## config.mk

```make
export PLATFORM = sky130hd
export DESIGN_NAME = ram_arbiter
export DESIGN_NICKNAME = d
export VERILOG_FILES = /design/src/rtl/ram_arbiter.sv
export SDC_FILE = /design/constraint.sdc
export NUM_CORES = 1
export LEC_CHECK = 0
export CAP_MARGIN = 15
export CELL_PAD_IN_SITES_DETAIL_PLACEMENT = 1
export CELL_PAD_IN_SITES_GLOBAL_PLACEMENT = 1
export CORE_MARGIN = 3
export CORE_UTILIZATION = 29
export CTS_BUF_LIST = sky130_fd_sc_hd__clkbuf_4 sky130_fd_sc_hd__clkbuf_8
export DETAILED_ROUTE_END_ITERATION = 7
export PLACE_DENSITY = 0.93
export SYNTH_ARGS = -nofsm -noshare
export SYNTH_HDL_FRONTEND = slang
export SYNTH_SLANG_ARGS = --single-unit
export TNS_END_PERCENT = 10
```

## constraint.sdc

```tcl
create_clock -name I_clk -period 2.5 [get_ports I_clk]
set_clock_uncertainty 0.1 [all_clocks]
set_input_delay 0.625 -clock I_clk [delete_from_list [all_inputs] [get_ports I_clk]]
set_output_delay 0.625 -clock I_clk [all_outputs]
set_load 0.03 [all_outputs]
```

## src/rtl/ram_arbiter.sv

```systemverilog
// ram_arbiter: two-requester arbiter/sequencer for a 2 KiB byte RAM with range fault check.
// RAM_ARB_RR_EN selects round-robin tie-break; otherwise requester 1 has fixed priority.
module ram_arbiter (
  input  logic        I_clk,
  input  logic        I_reset,
  input  logic        I_req0,
  input  logic        I_req1,
  input  logic [15:0] I_addr0,
  input  logic [15:0] I_addr1,
  input  logic [1:0]  I_size0,
  input  logic [1:0]  I_size1,
  input  logic        I_write0,
  input  logic        I_write1,
  input  logic [15:0] I_data0,
  input  logic [15:0] I_data1,
  output logic        O_ack0,
  output logic        O_ack1,
  output logic [15:0] O_rdata,
  output logic        O_fault,
  output logic        O_ram_enable,
  output logic        O_ram_write,
  output logic [1:0]  O_ram_size,
  output logic [15:0] O_ram_addr,
  output logic [15:0] O_ram_data,
  input  logic [15:0] I_ram_data
);
  typedef enum logic [1:0] {IDLE, ISSUE, CAPTURE, ACK} state_t;
  state_t r_state, w_next;
  logic r_last, r_gnt, r_write, r_fault;
  logic [1:0] r_size;
  logic [15:0] r_addr, r_data, r_rdata;
  logic w_tie1, w_pick1, w_grant, w_fault;
  logic [15:0] w_addr;
  logic [1:0] w_size;
`ifdef RAM_ARB_RR_EN
  assign w_tie1 = ~r_last;
`else
  // last-grant is still tracked but never steers the fixed-priority decision
  assign w_tie1 = 1'b1 | r_last;
`endif
  assign w_grant = I_req0 | I_req1;
  assign w_pick1 = I_req1 & (~I_req0 | w_tie1);
  assign w_addr = w_pick1 ? I_addr1 : I_addr0;
  assign w_size = w_pick1 ? I_size1 : I_size0;
  assign w_fault = (w_addr[15:11] != 5'd0) | (w_size == 2'd2 && w_addr == 16'h07FF);
  assign O_rdata = r_rdata;
  assign O_ram_write = r_write;
  assign O_ram_size = r_size;
  assign O_ram_addr = r_addr;
  assign O_ram_data = r_data;
  always_comb begin
    w_next = IDLE;
    O_ram_enable = r_state == ISSUE;
    O_ack0 = r_state == ACK && !r_gnt;
    O_ack1 = r_state == ACK && r_gnt;
    O_fault = r_state == ACK && r_fault;
    unique case (r_state)
      IDLE:    w_next = w_grant ? (w_fault ? ACK : ISSUE) : IDLE;
      ISSUE:   w_next = r_write ? ACK : CAPTURE;
      CAPTURE: w_next = ACK;
      default: w_next = IDLE;
    endcase
  end
  always_ff @(posedge I_clk or posedge I_reset) begin
    if (I_reset) begin
      r_state <= IDLE;
      r_last <= 1'b0;
      r_gnt <= 1'b0;
      r_write <= 1'b0;
      r_fault <= 1'b0;
      r_size <= '0;
      r_addr <= '0;
      r_data <= '0;
      r_rdata <= '0;
    end else begin
      r_state <= w_next;
      if (r_state == IDLE && w_grant) begin
        r_gnt <= w_pick1;
        r_addr <= w_addr;
        r_size <= w_size;
        r_write <= w_pick1 ? I_write1 : I_write0;
        r_data <= w_pick1 ? I_data1 : I_data0;
        r_fault <= w_fault;
        r_rdata <= '0;
      end
      if (r_state == CAPTURE) r_rdata <= r_size == 2'd2 ? I_ram_data : {8'h00, I_ram_data[7:0]};
      if (r_state == ACK) r_last <= r_gnt;
    end
  end
endmodule

```

==> results.yml, run 1 <==
clock_tree:
  htree_levels: 2
  cts_hold_buf: 0
  clkLatencyLatePin_ns: 0.30
  clk_pin_slew_ns: 0.10
  clk_path_buf_depth: 2
  cts_tree: "yes"
  cts_buffers: 5
  root_buffer: "clkbuf_8"
  numClockSinks: 55
timing:
  min_period_ns: 2.11
  worst_slew_pin_slew_ns: 0.595
  rsz0062_at_grt: "false"
  timing.final.ws_setup_ns: 0.386
  post-route-period-util_pct: 84.5
  fmax_ghz: 0.473
  setup_viol: 0
  setup_tns_ns: 0
  whs_ns: 0.390
  finalHoldViolations: 0
  maxSlewViolCount: 0
  maxSlewHeadroom_pct: 60.3
power:
  comb_power_share_pct: 57.6
  p_sw_mw: 2.19
  power.share.sequential_pct: 32.2
  p_clk_share_pct: 10.2
  power.density_mw_per_mm2: 1130
  ir_drop_uv: 528
  p_leak_nw: 1.94
  p_int_mw: 2.65
  sw_frac_of_total_pct: 45.2
yosys:
  synth_area_mm2: 0.00259
  syn-num-nets: 348
  synth-main-ff-cell: "dfrtp_1"
  synthCells: 253
  yosysUniqueCellTypes: 31
  ys_ff_latch: 55
  synth-edff-count: 0
  syn_avg_cell_area_um2: 10.2
  seq_area_frac_synth_pct: 53.1
  synthArstFlopShare_pct: 100
  yosys_warnings: 0
routing:
  dr.pass1.iters: 4
  drtIter0Drc: 69
  drt_wl_total_um: 8580
  vias_per_cell: 4.82
  wl_per_cell_um: 17.1
  ant_nets: 0
  vias: 2420
  drc: 0
grt:
  grt_pass1_vias: 2799
  antenna_found_initial: 0
  track_usage_pct: 17.3
  grt_max_degree: 41
  grt_pass1_wl_um: 13800
  grt_overflow: 0
worst_setup_path:
  path_delay_family: "buffers and inverters"
  end_kind: "output pin"
  slowest_stage: "clkdlybuf4s50_1"
  cp_slowest_stage_delay_ns: 0.72
  crit_chain: "clkdlybuf4s50_1"
  cp-start-kind: "register"
  arrival_ns: 1.39
  cp_num_buf_inv: 1
  crit_fanout: 3
  crit_type: "register to output pin"
  cp_data_required_time_ns: 1.77
die:
  start_util_pct: 30.6
  coreArea_mm2: 0.00846
  rows: 33
  die-area_mm2: 0.0101
  die_h_um: 101
  boundaryPins: 145
  die_w_um: 101
placed_design:
  place.gp.congestion: 0.727
  pre_cts_ws_ns: 0.302
  place_hpwl_um: 7010
  place_area_mm2: 0.00417
  numPortBuffers: 144
  place_inst: 494
job:
  maxCapViolations: 0
worst_hold_path:
  hold_path_class: "register to register"
cells_and_area:
  mostFrequentLayoutCells: "139 x clkdlybuf4s50_1, 56 x nand2_1, 55 x dfrtp_1, 43 x o21ai_0, 35 x mux2i_1"
  post-route-cell-area_mm2: 0.00427
  final_common_cell: "clkdlybuf4s50_1"
  syn2layout_area_growth_pct: 64.6
  fill_cells: 949
  nets: 491
  drive_gt1_share_pct: 5.29
  instances_no_fill: 502
  num_antenna_cells: 0
status:
  status: "completed"
==> flip-flops by register name (all words and copies together) (netlist names) <==
name,count
O_ram_addr,16
O_ram_data,16
O_rdata,16
O_ram_size,2
r_state,2
O_ram_write,1
r_fault,1
r_gnt,1
==> cell usage after synthesis (2+ instances only) <==
library cell | number | area (um^2)
nor2_1 | 3 | 11.3
ha_1 | 5 | 62.6
nand4_1 | 5 | 31.3
and2_1 | 2 | 12.5
nand2_1 | 56 | 210
nor3_1 | 2 | 10.0
buf_2 | 4 | 20.0
mux2i_1 | 35 | 350
o21ai_0 | 43 | 215
nor2b_1 | 2 | 12.5
dfrtp_1 | 55 | 1380
o211ai_1 | 2 | 15.0
inv_1 | 4 | 15.0
a22o_1 | 9 | 78.8
clkbuf_1 | 9 | 33.8
a21oi_1 | 2 | 10.0
==> layer usage <==
metal,global-route usage [%],share of wire [%],up-vias
met2,33.0,54,83
met3,5.40,7.3,8
met5,0,0,-
li1,-,-,1161
met4,3.73,1.4,0
met1,18.6,38,1168
==> worst paths after layout <==
kind	start	end	slack, ns	cells after the start
max	O_ram_size[1]$_DFFE_PP0P_	O_ram_size[1]	0.39	1
min	O_ram_addr[2]$_DFFE_PP0P_	O_ram_addr[2]$_DFFE_PP0P_	0.39	2
max reg2reg	r_state[0]$_DFF_PP0_	O_ram_data[8]$_DFFE_PP0P_	0.80	5
min reg2reg	O_ram_addr[2]$_DFFE_PP0P_	O_ram_addr[2]$_DFFE_PP0P_	0.39	2
max in group asynchronous	I_reset	O_ram_size[0]$_DFFE_PP0P_	1.11	3
min in group asynchronous	I_reset	O_ram_addr[6]$_DFFE_PP0P_	0.61	2
==> through the flow <==
| step | total power, mW | utilization (%) |
|---|---|---|
| after floorplan | 3.08 | - |
| after global placement | 4.27 | 49.2 |
| after detailed placement | 4.41 | 49.2 |
| after CTS | 4.92 | 50.3 |
| after global routing | 5.18 | 50.4 |
| final | 4.83 | 50.4 |
==> power by group through the flow <==
stage	logic [mW]	clock network, mW	registers [mW]
finish	2.79	0.493	1.55
detailed placement	2.83	0	1.58
global route	3.01	0.556	1.62
global placement	2.73	0	1.55
floorplan	0.785	0	2.30
CTS	2.84	0.519	1.56
==> logic make-up (layout without fill, tap and decap cells) <==
| group | Yosys count | count (layout) | share of synthesized area, % |
|---|---|---|---|
| multiplexers | 35 | 35 | 13.5 |
| buffers and inverters | 20 | 164 | 3.52 |
| flip-flops | 55 | 55 | 53.1 |
| AND/OR/NAND/NOR | 78 | 78 | 13.4 |
| adder cells (fa/ha/maj) | 5 | 5 | 2.41 |
| AO/OA/AOI/OAI | 60 | 60 | 14.0 |
==> worst min-delay path, cell delays in order, from the launching register on <==
cell and delay (ns):
dfrtp_1 0.36, nand2_1 0.05, o21ai_0 0.06
==> final cells by class <==
type / count / area [um^2] / share of cell area [%]
well taps: 105 / 131 / 3.08
flip-flops and latches: 55 / 1380 / 32.3
clock buffers: 5 / 68.8 / 1.61
repair buffers: 152 / 1530 / 35.9
inverters: 4 / 15.0 / 0.352
multi-input cells: 178 / 1120 / 26.3
clock inverters: 3 / 18.8 / 0.440
==> repair_timing <==
item                                    in CTS  in global routing
gates resized for setup                      0                  4
buffers inserted                             0                  0
endpoints found under the setup margin       0                  4
Power figures use the tool's default switching activity.
==> run 2: changes to the inputs <==
- clock period: 2.5 -> 2 ns (I/O delays scaled with it)
==> results.yml, run 2 (synthesis gave the netlist of run 1 again) <==
power:
  p_sw_mw: 2.70
  power.share.sequential_pct: 32.1
  p_leak_nw: 2.22
  power_mw: 6.01
  comb_power_share_pct: 57.3
  power.density_mw_per_mm2: 1390
  p_clk_share_pct: 10.6
  sw_frac_of_total_pct: 44.9
  ir_drop_uv: 533
  p_int_mw: 3.31
worst_setup_path:
  reg2regPathDepth: 6
  r2r_setup_slack_ns: 0.31
  cp-start-kind: "register"
  end_kind: "output pin"
  crit_type: "register to output pin"
  arrival_ns: 1.35
  path_delay_family: "buffers and inverters"
  slowest_stage: "clkdlybuf4s50_1"
  r2r-end: "O_rdata[15]$_DFFE_PP0P_"
  crit_chain: "clkdlybuf4s50_1"
  r2r_start: "r_state[0]$_DFF_PP0_"
  cp_num_buf_inv: 1
  cp_slowest_stage_delay_ns: 0.69
  crit_fanout: 2
  cp_data_required_time_ns: 1.40
die:
  rows: 33
  coreArea_mm2: 0.00846
  start_util_pct: 30.6
  die-area_mm2: 0.0101
  die_h_um: 101
  boundaryPins: 145
  die_w_um: 101
timing:
  post-route-period-util_pct: 97.7
  fmax_ghz: 0.512
  rsz0062_at_grt: "false"
  finalHoldViolations: 0
  setup_viol: 0
  maxSlewViolCount: 0
  worst_slew_pin_slew_ns: 0.397
  min_period_ns: 1.95
  maxSlewHeadroom_pct: 73.5
grt:
  grt_pass1_wl_um: 13300
  track_usage_pct: 16.9
  antenna_found_initial: 0
  grt_max_degree: 61
  grt_overflow: 0
  grt_pass1_vias: 2683
cells_and_area:
  nets: 494
  drive_gt1_share_pct: 6.77
  num_antenna_cells: 0
  mostFrequentLayoutCells: "112 x clkdlybuf4s50_1, 56 x nand2_1, 55 x dfrtp_1, 43 x o21ai_0, 35 x mux2i_1"
  syn2layout_area_growth_pct: 67.3
  fin_util_pct: 51.2
  instances_no_fill: 504
  final_common_cell: "clkdlybuf4s50_1"
status:
  status: "completed"
worst_hold_path:
  hold_path_class: "input pin to async pin"
clock_tree:
  htree_levels: 2
  clkLatencyLatePin_ns: 0.30
  cts_buffers: 5
  cts_tree: "yes"
  clk_pin_slew_ns: 0.10
  numClockSinks: 55
  root_buffer: "clkbuf_8"
  clk_path_buf_depth: 2
routing:
  vias_per_cell: 4.78
  wl_per_cell_um: 17.0
  vias: 2409
  drt_wl_total_um: 8550
  ant_nets: 0
  drtIter0Drc: 51
  dr.pass1.iters: 4
  drc: 0
placed_design:
  place_hpwl_um: 6810
  numPortBuffers: 144
  place_inst: 497
  place.gp.congestion: 0.766
job:
  maxCapViolations: 0
## run 2: changes by cell type in the layout (fill, tap and decap cells not counted), sizes merged
cell,before,now
dlygate4sd2,0,3
dlymetal6s2s,4,24
clkdlybuf4s50,139,112
buf,9,16
clkinv,2,0
clkbuf,5,6
## run 2: power by group through the flow
stage                     clock network [mW]  registers (mW)  logic (mW)
after floorplan                            0            2.87       0.981
after global placement                     0            1.93        3.46
after detailed placement                   0            1.97        3.56
after CTS                              0.665            1.95        3.55
after global routing                   0.713            2.00        3.73
final                                  0.638            1.93        3.44
## run 2: timing repair
item,4_1_cts,5_1_grt
buffers inserted,0,0
gates resized for setup,9,28
endpoints found under the setup margin,5,26
hold buffers,0,0
## run 2: metrics by stage
stage               setup TNS (ns)  hold WS, ns  cell area, um^2  setup WS (ns)
floorplan                        0        0.341             2590         0.0571
global placement                 0        0.361             4200         0.0442
detailed placement        -0.00467        0.369             4200       -0.00332
CTS                              0        0.261             4290        0.00298
global route                     0        0.265             4340      0.0000614
finish                           0        0.270             4340         0.0460
## run 2: final cells by class
class	count	area, um^2
Inverter	4	15.0
Timing Repair Buffer	155	1600
Clock inverter	1	8.76
Tap cell	105	131
Multi-Input combinational cell	178	1120
Clock buffer	6	82.6
Fill cell	922	4130
Sequential cell	55	1380
## run 2: how the worst max path moves through the flow
stage                     cells after the start                  startpoint  slack, ns                         to
final                                         1  O_ram_addr[13]$_DFFE_PP0P_       0.05             O_ram_addr[13]
after global routing                          1      O_rdata[4]$_DFFE_PP0P_    0.00006                 O_rdata[4]
after CTS                                     1   O_ram_addr[7]$_DFFE_PP0P_      0.003              O_ram_addr[7]
after detailed placement                      3        r_state[1]$_DFF_PP0_     -0.003                    O_fault
after global placement                        5                 I_addr0[10]       0.04        r_fault$_DFFE_PP0P_
after floorplan                               1                     I_reset       0.06  O_ram_addr[0]$_DFFE_PP0P_
## run 2: layer usage
layer / global-route usage [%] / wire length, um / vias up
met3: 5.47 / 674 / 6
met5: 0 / 0 / -
met2: 31.0 / 4540 / 81
li1: - / - / 1165
met4: 3.94 / 92 / 0
met1: 18.9 / 3240 / 1157
==> RTL change (config.mk and constraints of run 2) <==
Encoding of `state_t`: now one-hot (4 bits for 4 states).
--- a/src/rtl/ram_arbiter.sv
+++ b/src/rtl/ram_arbiter.sv
@@ -24,7 +24,7 @@
   output logic [15:0] O_ram_data,
   input  logic [15:0] I_ram_data
 );
-  typedef enum logic [1:0] {IDLE, ISSUE, CAPTURE, ACK} state_t;
+  typedef enum logic [3:0] {IDLE = 4'b0001, ISSUE = 4'b0010, CAPTURE = 4'b0100, ACK = 4'b1000} state_t;
   state_t r_state, w_next;
   logic r_last, r_gnt, r_write, r_fault;
   logic [1:0] r_size;
Formal check against the unedited RTL: no difference found for any inputs over 10 cycles, from zero or initial values and one cycle with I_reset high; not proved beyond that.
==> RTL change against run 2 <==
- the run now ends with setup timing left
- power shrank 6.7%
- sequential share of layout area decreased by 0.59 points
- first-iteration DRC count up 7.8%
- worst setup slack got worse by 110 ps
- design area grew 5.8%
- combinational power shrank 22%
- wire length increased by 4.4%
- via count is 4.7% higher
- sequential cell count up 2
- synthesized cell count is 0.40% lower
- area after synthesis grew 0.87%
- clock power increased by 80%
- hold slack improved by 110 ps
- final cell count grew 2.2%
==> RTL change: results (changes against run 2) <==
Global routing:
- The initial antenna violation count is 0 (unchanged).
- The largest net degree at the start of global routing is 58 (-4.9%).
- The first-pass GRT wire length came to 14,000 µm (+5.7%).
- The overall fraction of global-route tracks in use is 0.176 (+0.00719).
- The via count of the first global-routing pass is 2,860 (+6.6%).

Placement:
- The post-placement cell area is 4230 µm² (+0.80%).
- The weighted congestion reported at the end of routability-driven placement is 0.767 (about the same).
- The worst setup slack after placement is -251 ps (-248 ps).
- The post-DP HPWL was 6740 µm (-1.0%).

Synthesis:
- The number of library cell types mapped by synthesis came to 33 (+6.5%).
- The number of enable-type register cells in the synthesized netlist is 0 (unchanged).
- The post-synthesis net count was 342 (-1.7%).
- The share of synthesized registers carrying an async set or reset is 1.00 (unchanged).
- In the synthesized netlist, the cells that appear most often are sky130_fd_sc_hd__dfrtp_1, sky130_fd_sc_hd__nand2_1, sky130_fd_sc_hd__mux2i_1, sky130_fd_sc_hd__o21ai_0.
- Sorting the synthesized cells by area gives the leading types as sky130_fd_sc_hd__dfrtp_1, sky130_fd_sc_hd__mux2i_1, sky130_fd_sc_hd__nand2_1, sky130_fd_sc_hd__o21ai_0, sky130_fd_sc_hd__a22o_1.
- The sequential element share of the synthesized area is 0.546 (+0.0150).

CTS:
- The number of H-tree levels is 3 (+1).
- The clock-pin slew on the worst setup and hold paths is 70 ps (-30 ps).
- The clock network latency to the later pin of the worst-skew pair is 320 ps (+20 ps).
- The clock buffer count from CTS was 9 (+4).

Setup path:
- The critical path arrival is 1470 ps (+120 ps).
- The maximum net fanout on the critical path was 3 (+1).

Cells and area:
- The layout net count is 492 (-0.40%).
- The share of final-layout standard cells stronger than drive strength 1 is 0.106 (+0.0380).
- The final-layout fill cell count is 954 (+3.5%).

Route:
- The average detailed-routed wire length per instance is 17.3 µm (+2.2%).
- The number of vias per cell is 4.90 (+2.5%).
- The number of DRC markers in iteration 0 is 55 (+7.8%).

STA:
- The setup total negative slack was -117 ps (-117 ps).
- The max-slew violation total from the final report came to 0 (unchanged).
- The setup-violating endpoint count in the final report was 3 (+3).
- The remaining max-slew budget at the tightest pin is 0.736 (about the same).
- The worst setup slack after layout is -65.8 ps (-112 ps).

Power:
- The reported leakage power was 2.40 nW (+8.0%).
- The worst-case vdd ir drop is 0.000494 V (-7.2%).

Worst hold path:
- The path class of the tightest hold or removal check is reg2reg.

Status:
- The run finished, with violations left.
- The checks that failed: setup timing.
-- RTL change: kinds of logic after synthesis --
kind of cell | synth area share
AND/OR/NAND/NOR | 0.157
AO/OA/AOI/OAI | 0.129
flip-flops | 0.546
multiplexers | 0.134
buffers and inverters | 0.0340
-- RTL change: final cells by class --
type | instances | area [µm²] | share of cell area
clock buffers | 12 | 165 | 0.0360
clock inverters | 4 | 50.0 | 0.0109
inverters | 2 | 7.51 | 0.00164
multi-input cells | 177 | 1150 | 0.250
flip-flops and latches | 57 | 1430 | 0.312
well taps | 108 | 135 | 0.0295
repair buffers | 155 | 1650 | 0.360
-- RTL change: report_power, final --
group	internal [mW]	switching, mW
Combinational	1.10	1.57
Clock	0.675	0.474
Sequential	1.55	0.233
Total	3.33	2.28
-- RTL change: per-layer routing --
layer  global-route usage  wire length, µm
met1                0.191             3260
met2                0.328             4840
met3               0.0491              682
met4               0.0573              140
met5                    0                0
-- RTL change: worst paths after layout --
kind                       slack, ps  cells after the start                        from                    endpoint
max reg2reg                      140                      5        r_state[2]$_DFF_PP0_     O_rdata[15]$_DFFE_PP0P_
min in group asynchronous        450                      3                     I_reset     O_rdata[11]$_DFFE_PP0P_
min                              380                      2  O_ram_data[13]$_DFFE_PP0P_  O_ram_data[13]$_DFFE_PP0P_
min reg2reg                      380                      2  O_ram_data[13]$_DFFE_PP0P_  O_ram_data[13]$_DFFE_PP0P_
max in group asynchronous       1050                      3                     I_reset        r_state[0]$_DFF_PP1_
max                              -70                      3        r_state[1]$_DFF_PP0_                      O_ack0
-- RTL change: through the flow --
step,cells,power (mW)
after floorplan,252,3.23
after CTS,513,5.73
after global placement,497,4.41
after detailed placement,497,4.54
after global routing,515,5.99
final,515,5.61
-- RTL change: timing repair --
item	4_1_cts	5_1_grt
gates cloned	0	0
resized for setup	8	37
pin swaps	0	1
setup endpoints to repair	8	38
setup buffers	0	2
-- RTL change: worst max-delay path, stage by stage, from the launching register on --
cell and delay [ps]:
sky130_fd_sc_hd__dfrtp_1 420, sky130_fd_sc_hd__nor4b_4 340, sky130_fd_sc_hd__nor2b_2 230, sky130_fd_sc_hd__buf_6 150
